===== src/rtl/resource_demapper_ctrl.sv =====
// rtl/resource_demapper_ctrl.sv - ping-pong sample RAM sequencer between FFT output and symbol demapper (optional macro PILOT_SKIP_EN)
module resource_demapper_ctrl #(
    parameter int N_FFT         = 64,
    parameter int ADDR_W        = 6,
    parameter int PILOT_SPACING = 4,
    parameter int PILOT_OFFSET  = 1
) (
    input  logic              i_clk,
    input  logic              i_rst_n,
    input  logic              i_FFT_Valid,
    input  logic [ADDR_W-1:0] i_sc_start,
    input  logic [ADDR_W:0]   i_sc_len,
    input  logic              i_out_ready,
    output logic              o_wr_en,
    output logic [ADDR_W:0]   o_wr_addr,
    output logic              o_rd_en,
    output logic [ADDR_W:0]   o_rd_addr,
    output logic              o_out_valid,
    output logic              o_sym_done,
    output logic              o_overflow
);

    typedef enum logic {W_IDLE, W_FILL} w_state_t;
    typedef enum logic [1:0] {R_IDLE, R_READ, R_DRAIN} r_state_t;

    localparam logic [ADDR_W-1:0] LAST_IDX = ADDR_W'(N_FFT - 1);
    localparam logic [ADDR_W:0]   REM_ONE  = (ADDR_W+1)'(1);
    localparam logic [ADDR_W:0]   REM_ZERO = '0;

    w_state_t          w_state, w_next;
    r_state_t          r_state, r_next;
    logic              wr_bank, rd_bank;
    logic [ADDR_W-1:0] wr_cnt, rd_idx;
    logic [ADDR_W:0]   rem;
    logic              bank_full, handover, is_pilot, skip, issue, accept;

    // The write strobe follows the FFT valid directly; it is forced low while reset is held.
    assign o_wr_en   = i_FFT_Valid & i_rst_n;
    assign o_wr_addr = {wr_bank, wr_cnt};
    assign bank_full = o_wr_en && (wr_cnt == LAST_IDX);
    // A full bank is handed to the reader only if the reader is already idle.
    assign handover  = bank_full && (r_state == R_IDLE);

`ifdef PILOT_SKIP_EN
    assign is_pilot = ((32'(rd_idx) % 32'(PILOT_SPACING)) == 32'(PILOT_OFFSET));
`else
    assign is_pilot = 1'b0;
`endif

    assign skip      = (rd_idx == '0) || is_pilot;
    assign accept    = o_out_valid && i_out_ready;
    // Issue a read only when the output register is free or being emptied this cycle.
    assign issue     = (r_state == R_READ) && !skip && (!o_out_valid || i_out_ready);
    assign o_rd_en   = issue;
    assign o_rd_addr = {rd_bank, rd_idx};

    // Write FSM state register.
    always_ff @(posedge i_clk or negedge i_rst_n) begin
        if (!i_rst_n) w_state <= W_IDLE;
        else          w_state <= w_next;
    end

    // Write FSM next state: leave idle on the first sample, return once the bank is full.
    always_comb begin
        w_next = w_state;
        case (w_state)
            W_IDLE:  if (o_wr_en)   w_next = W_FILL;
            W_FILL:  if (bank_full) w_next = W_IDLE;
            default: w_next = W_IDLE;
        endcase
    end

    // Write counter and bank swap; an overflowed symbol keeps its bank so the next one overwrites it.
    always_ff @(posedge i_clk or negedge i_rst_n) begin
        if (!i_rst_n) begin
            wr_cnt  <= '0;
            wr_bank <= 1'b0;
            rd_bank <= 1'b0;
        end else begin
            if (o_wr_en) wr_cnt <= bank_full ? '0 : wr_cnt + 1'b1;
            if (handover) begin
                rd_bank <= wr_bank;
                wr_bank <= ~wr_bank;
            end
        end
    end

    // Read FSM state register.
    always_ff @(posedge i_clk or negedge i_rst_n) begin
        if (!i_rst_n) r_state <= R_IDLE;
        else          r_state <= r_next;
    end

    // Read FSM next state: read until the last sample is issued, then wait for its acceptance.
    always_comb begin
        r_next = r_state;
        case (r_state)
            R_IDLE:  if (handover && (i_sc_len != REM_ZERO)) r_next = R_READ;
            R_READ:  if (issue && (rem == REM_ONE))          r_next = R_DRAIN;
            R_DRAIN: if (accept)                             r_next = R_IDLE;
            default: r_next = R_IDLE;
        endcase
    end

    // Read index/remaining count; skipped indices advance the index without consuming the count.
    always_ff @(posedge i_clk or negedge i_rst_n) begin
        if (!i_rst_n) begin
            rd_idx <= '0;
            rem    <= '0;
        end else if (handover) begin
            rd_idx <= i_sc_start;
            rem    <= i_sc_len;
        end else begin
            if ((r_state == R_READ) && (skip || issue)) rd_idx <= rd_idx + 1'b1;
            if (issue) rem <= rem - REM_ONE;
        end
    end

    // Output valid and status pulses.
    always_ff @(posedge i_clk or negedge i_rst_n) begin
        if (!i_rst_n) begin
            o_out_valid <= 1'b0;
            o_sym_done  <= 1'b0;
            o_overflow  <= 1'b0;
        end else begin
            if (issue)            o_out_valid <= 1'b1;
            else if (i_out_ready) o_out_valid <= 1'b0;
            o_sym_done <= (handover && (i_sc_len == REM_ZERO)) || ((r_state == R_DRAIN) && accept);
            o_overflow <= bank_full && (r_state != R_IDLE);
        end
    end

endmodule

===== config.mk =====
export PLATFORM = sky130hd
export DESIGN_NAME = resource_demapper_ctrl
export DESIGN_NICKNAME = d
export VERILOG_FILES = /design/src/rtl/resource_demapper_ctrl.sv
export SDC_FILE = /design/constraint.sdc
export NUM_CORES = 1
export LEC_CHECK = 0
export CAP_MARGIN = 20
export CORE_ASPECT_RATIO = 1.5
export CORE_MARGIN = 3
export CORE_UTILIZATION = 36
export CTS_CLUSTER_SIZE = 40
export DETAILED_ROUTE_END_ITERATION = 6
export SLEW_MARGIN = 10
export SYNTH_ARGS = -nofsm -noshare
export SYNTH_HDL_FRONTEND = slang
export SYNTH_SLANG_ARGS = --single-unit
export TNS_END_PERCENT = 50

===== constraint.sdc =====
create_clock -name i_clk -period 1.75 [get_ports i_clk]
set_input_delay 0.35 -clock i_clk [delete_from_list [all_inputs] [get_ports i_clk]]
set_output_delay 0.35 -clock i_clk [all_outputs]
set_load 0.02 [all_outputs]

==> results of run 1 <==
## timing repair
item	4_1_cts	5_1_grt
setup endpoints to repair	13	18
hold endpoints to repair	0	0
gates resized for setup	8	9
hold buffers	0	0
buffers inserted	0	2
pin swaps	1	2
## cells by family (layout without fill, tap and decap cells)
family | Yosys count | after routing | synth area share
flops | 26 | 26 | 0.4577
simple gates | 68 | 68 | 0.2509
buf+inv | 17 | 78 | 0.05545
mux | 2 | 2 | 0.01496
compound gates | 29 | 29 | 0.1338
xor+xnor | 7 | 7 | 0.04313
fa+ha+maj | 5 | 5 | 0.04401
## worst register-to-register path, cell delays in order (launching register included)
cell,delay [ns]
dfrtp_2,0.42
inv_2,0.05
ha_1,0.12
or4b_4,0.46
o211ai_2,0.19
inv_2,0.08
buf_4,0.13
buf_6,0.11
a311o_1,0.31
nand3_1,0.08
## layout make-up
cell class / instances / area (um2) / share of cell area
Clock buffer: 4 / 45.04 / 0.02165
Inverter: 8 / 30.03 / 0.01443
Multi-Input combinational cell: 111 / 695.7 / 0.3343
Sequential cell: 26 / 653.1 / 0.3139
Tap cell: 43 / 53.80 / 0.02586
Timing Repair Buffer: 66 / 603.1 / 0.2898
## state kept, by name, summed over array words and instances, names as in the netlist
register / flops
o_sym_done: 1
wr_cnt: 6
rem: 7
r_state: 2
rd_bank: 1
o_overflow: 1
rd_idx: 6
o_out_valid: 1
wr_bank: 1
## path summary, 6_finish.rpt
check / start / end / slack, ns / depth (start not counted)
setup reg to reg: rd_idx[0]$_DFFE_PN0P_ / rem[4]$_DFFE_PN0P_ / -0.27 / 9
hold / removal: i_rst_n / wr_cnt[2]$_DFFE_PN0P_ / 0.45 / 2
max in group asynchronous: i_rst_n / rem[1]$_DFFE_PN0P_ / 1.08 / 2
setup / recovery: rd_idx[0]$_DFFE_PN0P_ / o_rd_en / -0.33 / 6
min in group i_clk: rd_bank$_DFFE_PN0P_ / rd_bank$_DFFE_PN0P_ / 0.50 / 2
hold reg to reg: rd_bank$_DFFE_PN0P_ / rd_bank$_DFFE_PN0P_ / 0.50 / 2
## metrics by stage
step / setup slack, ns / total power, W / cells
floorplan: -0.08498 / 0.0009203 / 154
finish: -0.3314 / 0.001482 / 258
detailed placement: -0.4628 / 0.001144 / 252
global route: -0.3867 / 0.001574 / 258
global placement: -0.4344 / 0.001131 / 252
CTS: -0.3504 / 0.001494 / 256
## layer usage
layer | wire, um | GRT usage | vias to the layer above
li1 | - | - | 668
met1 | 1442 | 0.1866 | 668
met2 | 1941 | 0.2862 | 31
met3 | 121 | 0.02177 | 7
met4 | 84 | 0.07595 | 0
met5 | 0 | 0 | -
## cell usage in the layout, fill, tap and decap left out, types with 2 or more instances in the layout
| cell type | n |
|---|---|
| xor2_1 | 2 |
| xnor2_1 | 5 |
| a21oi_1 | 5 |
| o21ai_0 | 9 |
| and4_1 | 2 |
| nand4_1 | 5 |
| inv_2 | 3 |
| dfrtp_2 | 2 |
| and2_1 | 2 |
| nor2_1 | 7 |
| clkbuf_8 | 3 |
| buf_4 | 29 |
| and3_1 | 2 |
| clkdlybuf4s50_1 | 27 |
| buf_6 | 3 |
| a31oi_1 | 3 |
| nand2b_1 | 2 |
| dlymetal6s2s_1 | 5 |
| or3_1 | 4 |
| nand3_1 | 11 |
| dfrtp_1 | 24 |
| o211ai_1 | 3 |
| nor2b_1 | 2 |
| inv_1 | 5 |
| nor3_1 | 3 |
| nor4_1 | 3 |
| nand2_1 | 21 |
| a311o_1 | 2 |
| ha_1 | 5 |
## report_power, final
part	total (W)	switching (W)	leakage, nW	internal (W)
Clock	0.000356	0.000193	0.0228	0.000163
Combinational	0.000393	0.000182	0.595	0.000211
Sequential	0.000733	0.0000702	0.326	0.000663
==> results.toml, run 1 <==
[synthesis]
yosys-top-cells-count = "dfrtp_1 (26), nand2_1 (21), nand3_1 (11), o21ai_0 (10)"
synthDistinctLibCells = 38
synthTopCellsByArea = "dfrtp_1 (46%), nand2_1 (5.5%), ha_1 (4.4%), nand3_1 (3.9%), o21ai_0 (3.5%)"
synthFlopType = "dfrtp_1"
ys_async_sr_fraction = 1.000
synth_edf_count = 0
syn-cell-area_um2 = 1421
synth_most_common_cell = "dfrtp_1"
netlist_instances = 154
synth_top_area_frac = 0.4577
yosys_register_bits = 26
synth_warnings = 0
yosys.area.top_type = "dfrtp_1"
synth_seq_area_share = 0.4577
synth_fp_nets = 176
avgSynthCellArea_um2 = 9.230

[die]
start_util = 0.3790
die_h_um = 82.96
rows = 27
die-area_um2 = 4754
dieWidth_um = 57.31
io_pins = 36
fp.coreArea_um2 = 3750

[power_and_ir_drop]
powerDensity_nw_per_um2 = 712.4
ir_drop_mv = 0.4624
leakage_nw = 0.9430

[critical_path]
criticalPathCategory = "register to output pin"
startpoint_type = "register"
cp_top_family = "simple AND/OR/NAND/NOR gates"
cp_cell_sequence = "inv_2 -> ha_1 -> or4b_4 -> o211ai_2 -> inv_2 -> buf_6"
cp.arrival_ns = 1.73
worstSetupEndpointType = "output pin"
crit_buf_inv = 3
max_stage_delay_ns = 0.46
critPathMaxFanout = 2
cp.required_ns = 1.40
crit_top_cell = "inv_2"
crit_path_top_delay_cell = "or4b_4"

[clocking]
cts_made_buffers = 3
path_clk_slew_ns = 0.09
cts_max_path_buffers = 2
worstSkewPairLatency_ns = 0.27
htreeDepth = 1
cts_tree = "built"
cts_root_buf = "clkbuf_8"
clkSinkCount = 26

[global_route]
grt_pass1_vias = 1433
grt_start_max_net_pins = 17
grt_usage = 0.1619
gr-total-overflow = 0
antenna_found_initial = 0
grt_pass1_wl_um = 6175

[sta]
fin_crit_ns = 2.081
period_share = 1.189
tns_ns = -1.003
final_hold_viol_count = 0
worst_pin_slew_ns = 0.5054
rsz0062_at_grt = "yes"
skew_ns = 0.002438
max_freq_mhz = 480.4
holdWs_ns = 0.4488
slew_viol_final = 0
fin_ws_ns = -0.3314
setup_viol = 9
slew-limit-headroom = 0.6599

[finish]
num-fill-cells = 353
area_delta_synth_final_pct = 46.39
diodes = 0
final_layout_size_suffix_gt1_frac = 0.2093
nets = 238
final_util = 0.5549
design_area_um2 = 2081

[routing]
post_drt_wl_per_cell_um = 13.91
antenna_left = 0
initialDrtViolationCount = 37
vias = 1374
totalWireLength_um = 3589
viasPerCell = 5.326
drc = 0
dr.pass1.iters = 4

[placement]
place.gp.congestion = 0.8635
io_buffers = 35
dp_hpwl_um = 2822
place_area_um2 = 1997

[run_status]
violations = "negative setup slack"
status = "finished, violations left"

[job]
cap_violations = 0

[min_path]
holdCritPathClass = "input pin to asynchronous set/reset pin"
(Power assumes the default switching activity.)
==> run 2: changes to the inputs <==
==> constraint.sdc (replaced) <==
create_clock -name i_clk -period 2.6 [get_ports i_clk]
set_input_delay 0.52 -clock i_clk [delete_from_list [all_inputs] [get_ports i_clk]]
set_output_delay 0.52 -clock i_clk [all_outputs]
set_load 0.02 [all_outputs]
==> results.toml, run 2 (synthesis results as in run 1) <==
[critical_path]
critPathMaxFanout = 4
reg2reg_to = "rd_idx[0]$_DFFE_PN0P_"
crit_end = "o_rd_en"
cp_cell_sequence = "inv_1 -> ha_1 -> or4b_4 -> o211ai_2 -> inv_2 -> dlygate4sd2_1"
startpoint_type = "register"
max_stage_delay_ns = 0.46
ff2ff_setup_slack_ns = 0.62
r2r_start = "rd_idx[1]$_DFFE_PN0P_"
worstSetupEndpointType = "output pin"
startpoint = "rd_idx[1]$_DFFE_PN0P_"
cp.required_ns = 2.08
criticalPathCategory = "register to output pin"
cp.arrival_ns = 1.95
crit_path_top_delay_cell = "or4b_4"
reg2regPathDepth = 6

[clocking]
cts_max_path_buffers = 2
worstSkewPairLatency_ns = 0.27
postCtsHoldBufs = 0
cts_tree = "built"
path_clk_slew_ns = 0.09
cts_made_buffers = 3
clkSinkCount = 26
htreeDepth = 1
cts_root_buf = "clkbuf_8"

[min_path]
holdCritPathClass = "input pin to asynchronous set/reset pin"

[die]
io_pins = 36
die-area_um2 = 4754
die_h_um = 82.96
dieWidth_um = 57.31
rows = 27
fp.coreArea_um2 = 3750
start_util = 0.3790

[sta]
skew_ns = 0.003730
holdWs_ns = 0.4139
slew-limit-headroom = 0.6402
fin_crit_ns = 2.470
tns_ns = 0
setup_viol = 0
final_hold_viol_count = 0
slew_viol_final = 0
rsz0062_at_grt = "no"
max_freq_mhz = 404.9
period_share = 0.9499
worst_pin_slew_ns = 0.5340

[placement]
placed_cells_incl_taps = 233
place.gp.congestion = 0.7832
place_area_um2 = 1852
io_buffers = 35
dp_hpwl_um = 2494

[power_and_ir_drop]
p_sw_w = 0.0002916
ir_drop_mv = 0.3595
clkPwrFrac = 0.233
power_w = 0.0009763
p_int_w = 0.0006846
swShare = 0.2987
combPwrFrac = 0.258
p_seq_frac = 0.509
leakage_nw = 0.7920
powerDensity_nw_per_um2 = 516.1

[routing]
dr.pass1.iters = 4
antenna_left = 0
viasPerCell = 5.343
vias = 1261
drc = 0
post_drt_wl_per_cell_um = 13.84
totalWireLength_um = 3267
initialDrtViolationCount = 44

[global_route]
grt_pass1_vias = 1364
grt_start_max_net_pins = 26
grt_usage = 0.1549
grt_pass1_wl_um = 6037
gr-total-overflow = 0
antenna_found_initial = 0

[finish]
largest_register = "rem"
num-fill-cells = 359
nets = 217
design_area_um2 = 1892
final_layout_size_suffix_gt1_frac = 0.09326
top_regs = "rem (7), rd_idx (6), wr_cnt (6)"
area_delta_synth_final_pct = 33.10
diodes = 0
final_common_cell = "clkdlybuf4s50_1"
layout_common_cells = "clkdlybuf4s50_1 (34), dfrtp_1 (26), nand2_1 (21), nand3_1 (11)"
layoutNonFillerInstCount = 236
largest_register_ffs = 7

[job]
cap_violations = 0

[run_status]
status = "completed"
-- run 2: changes by cell type in the layout (fill, tap and decap cells not counted) --
cell	previous run	this run
buf_4	29	10
buf_6	3	0
clkbuf_1	1	0
clkdlybuf4s15_1	1	0
clkdlybuf4s50_1	27	34
dfrtp_1	24	26
dfrtp_2	2	0
dlymetal6s2s_1	5	0
inv_1	5	7
inv_2	3	1
o21ai_0	9	10
o21ai_2	1	0
-- run 2: layout make-up --
type / instances / area (um2) / share of cell area
Clock buffer: 3 / 41.29 / 0.02183
Inverter: 8 / 30.03 / 0.01587
Multi-Input combinational cell: 111 / 691.9 / 0.3657
Sequential cell: 26 / 650.6 / 0.3439
Tap cell: 43 / 53.80 / 0.02844
Timing Repair Buffer: 45 / 424.2 / 0.2242
-- run 2: through the flow --
stage / worst slack, ns / util
3_3_place_gp: 0.1257 / 0.4938
3_5_place_dp: 0.1233 / 0.4938
4_1_cts: 0.1169 / 0.5045
6_report: 0.1304 / 0.5045
2_1_floorplan: 0.6292 / -
5_1_grt: 0.03294 / 0.5045
-- run 2: how the worst min path moves through the flow --
stage	cells after the start	slack, ns	endpoint	startpoint
finish	1	0.41	wr_cnt[2]$_DFFE_PN0P_	i_rst_n
global route	1	0.41	wr_cnt[2]$_DFFE_PN0P_	i_rst_n
CTS	1	0.41	wr_cnt[2]$_DFFE_PN0P_	i_rst_n
detailed placement	2	0.47	rd_bank$_DFFE_PN0P_	rd_bank$_DFFE_PN0P_
global placement	2	0.46	rd_bank$_DFFE_PN0P_	rd_bank$_DFFE_PN0P_
floorplan	0	0.22	o_out_valid$_DFFE_PN0P_	i_rst_n
-- run 2: repair_timing --
item,CTS,global route
buffers inserted,0,0
resized for setup,1,0
setup endpoints to repair,1,0
-- run 2: critical path: cells and delay by family (launching register included) --
kind / cells / cell delay (ns)
AOI/OAI and AO/OA: 1 / 0.19
adders and majority gates: 1 / 0.14
buffers and inverters: 3 / 0.48
DFF: 1 / 0.42
and+or+nand+nor: 1 / 0.46
-- run 2: layer usage --
layer / vias to the layer above / wire [um] / global-route usage
met4: 0 / 76 / 0.06540
met2: 30 / 1692 / 0.2695
li1: 625 / - / -
met1: 598 / 1357 / 0.1775
met3: 8 / 140 / 0.03421
met5: - / 0 / 0
-- run 2: power groups by stage --
stage | sequential [W] | combinational, W | clock, W
4_1_cts | 0.000498 | 0.000256 | 0.000238
3_3_place_gp | 0.000500 | 0.000250 | 0
5_1_grt | 0.000508 | 0.000278 | 0.000253
2_1_floorplan | 0.000544 | 0.0000747 | 0
3_5_place_dp | 0.000506 | 0.000255 | 0
6_report | 0.000497 | 0.000252 | 0.000227
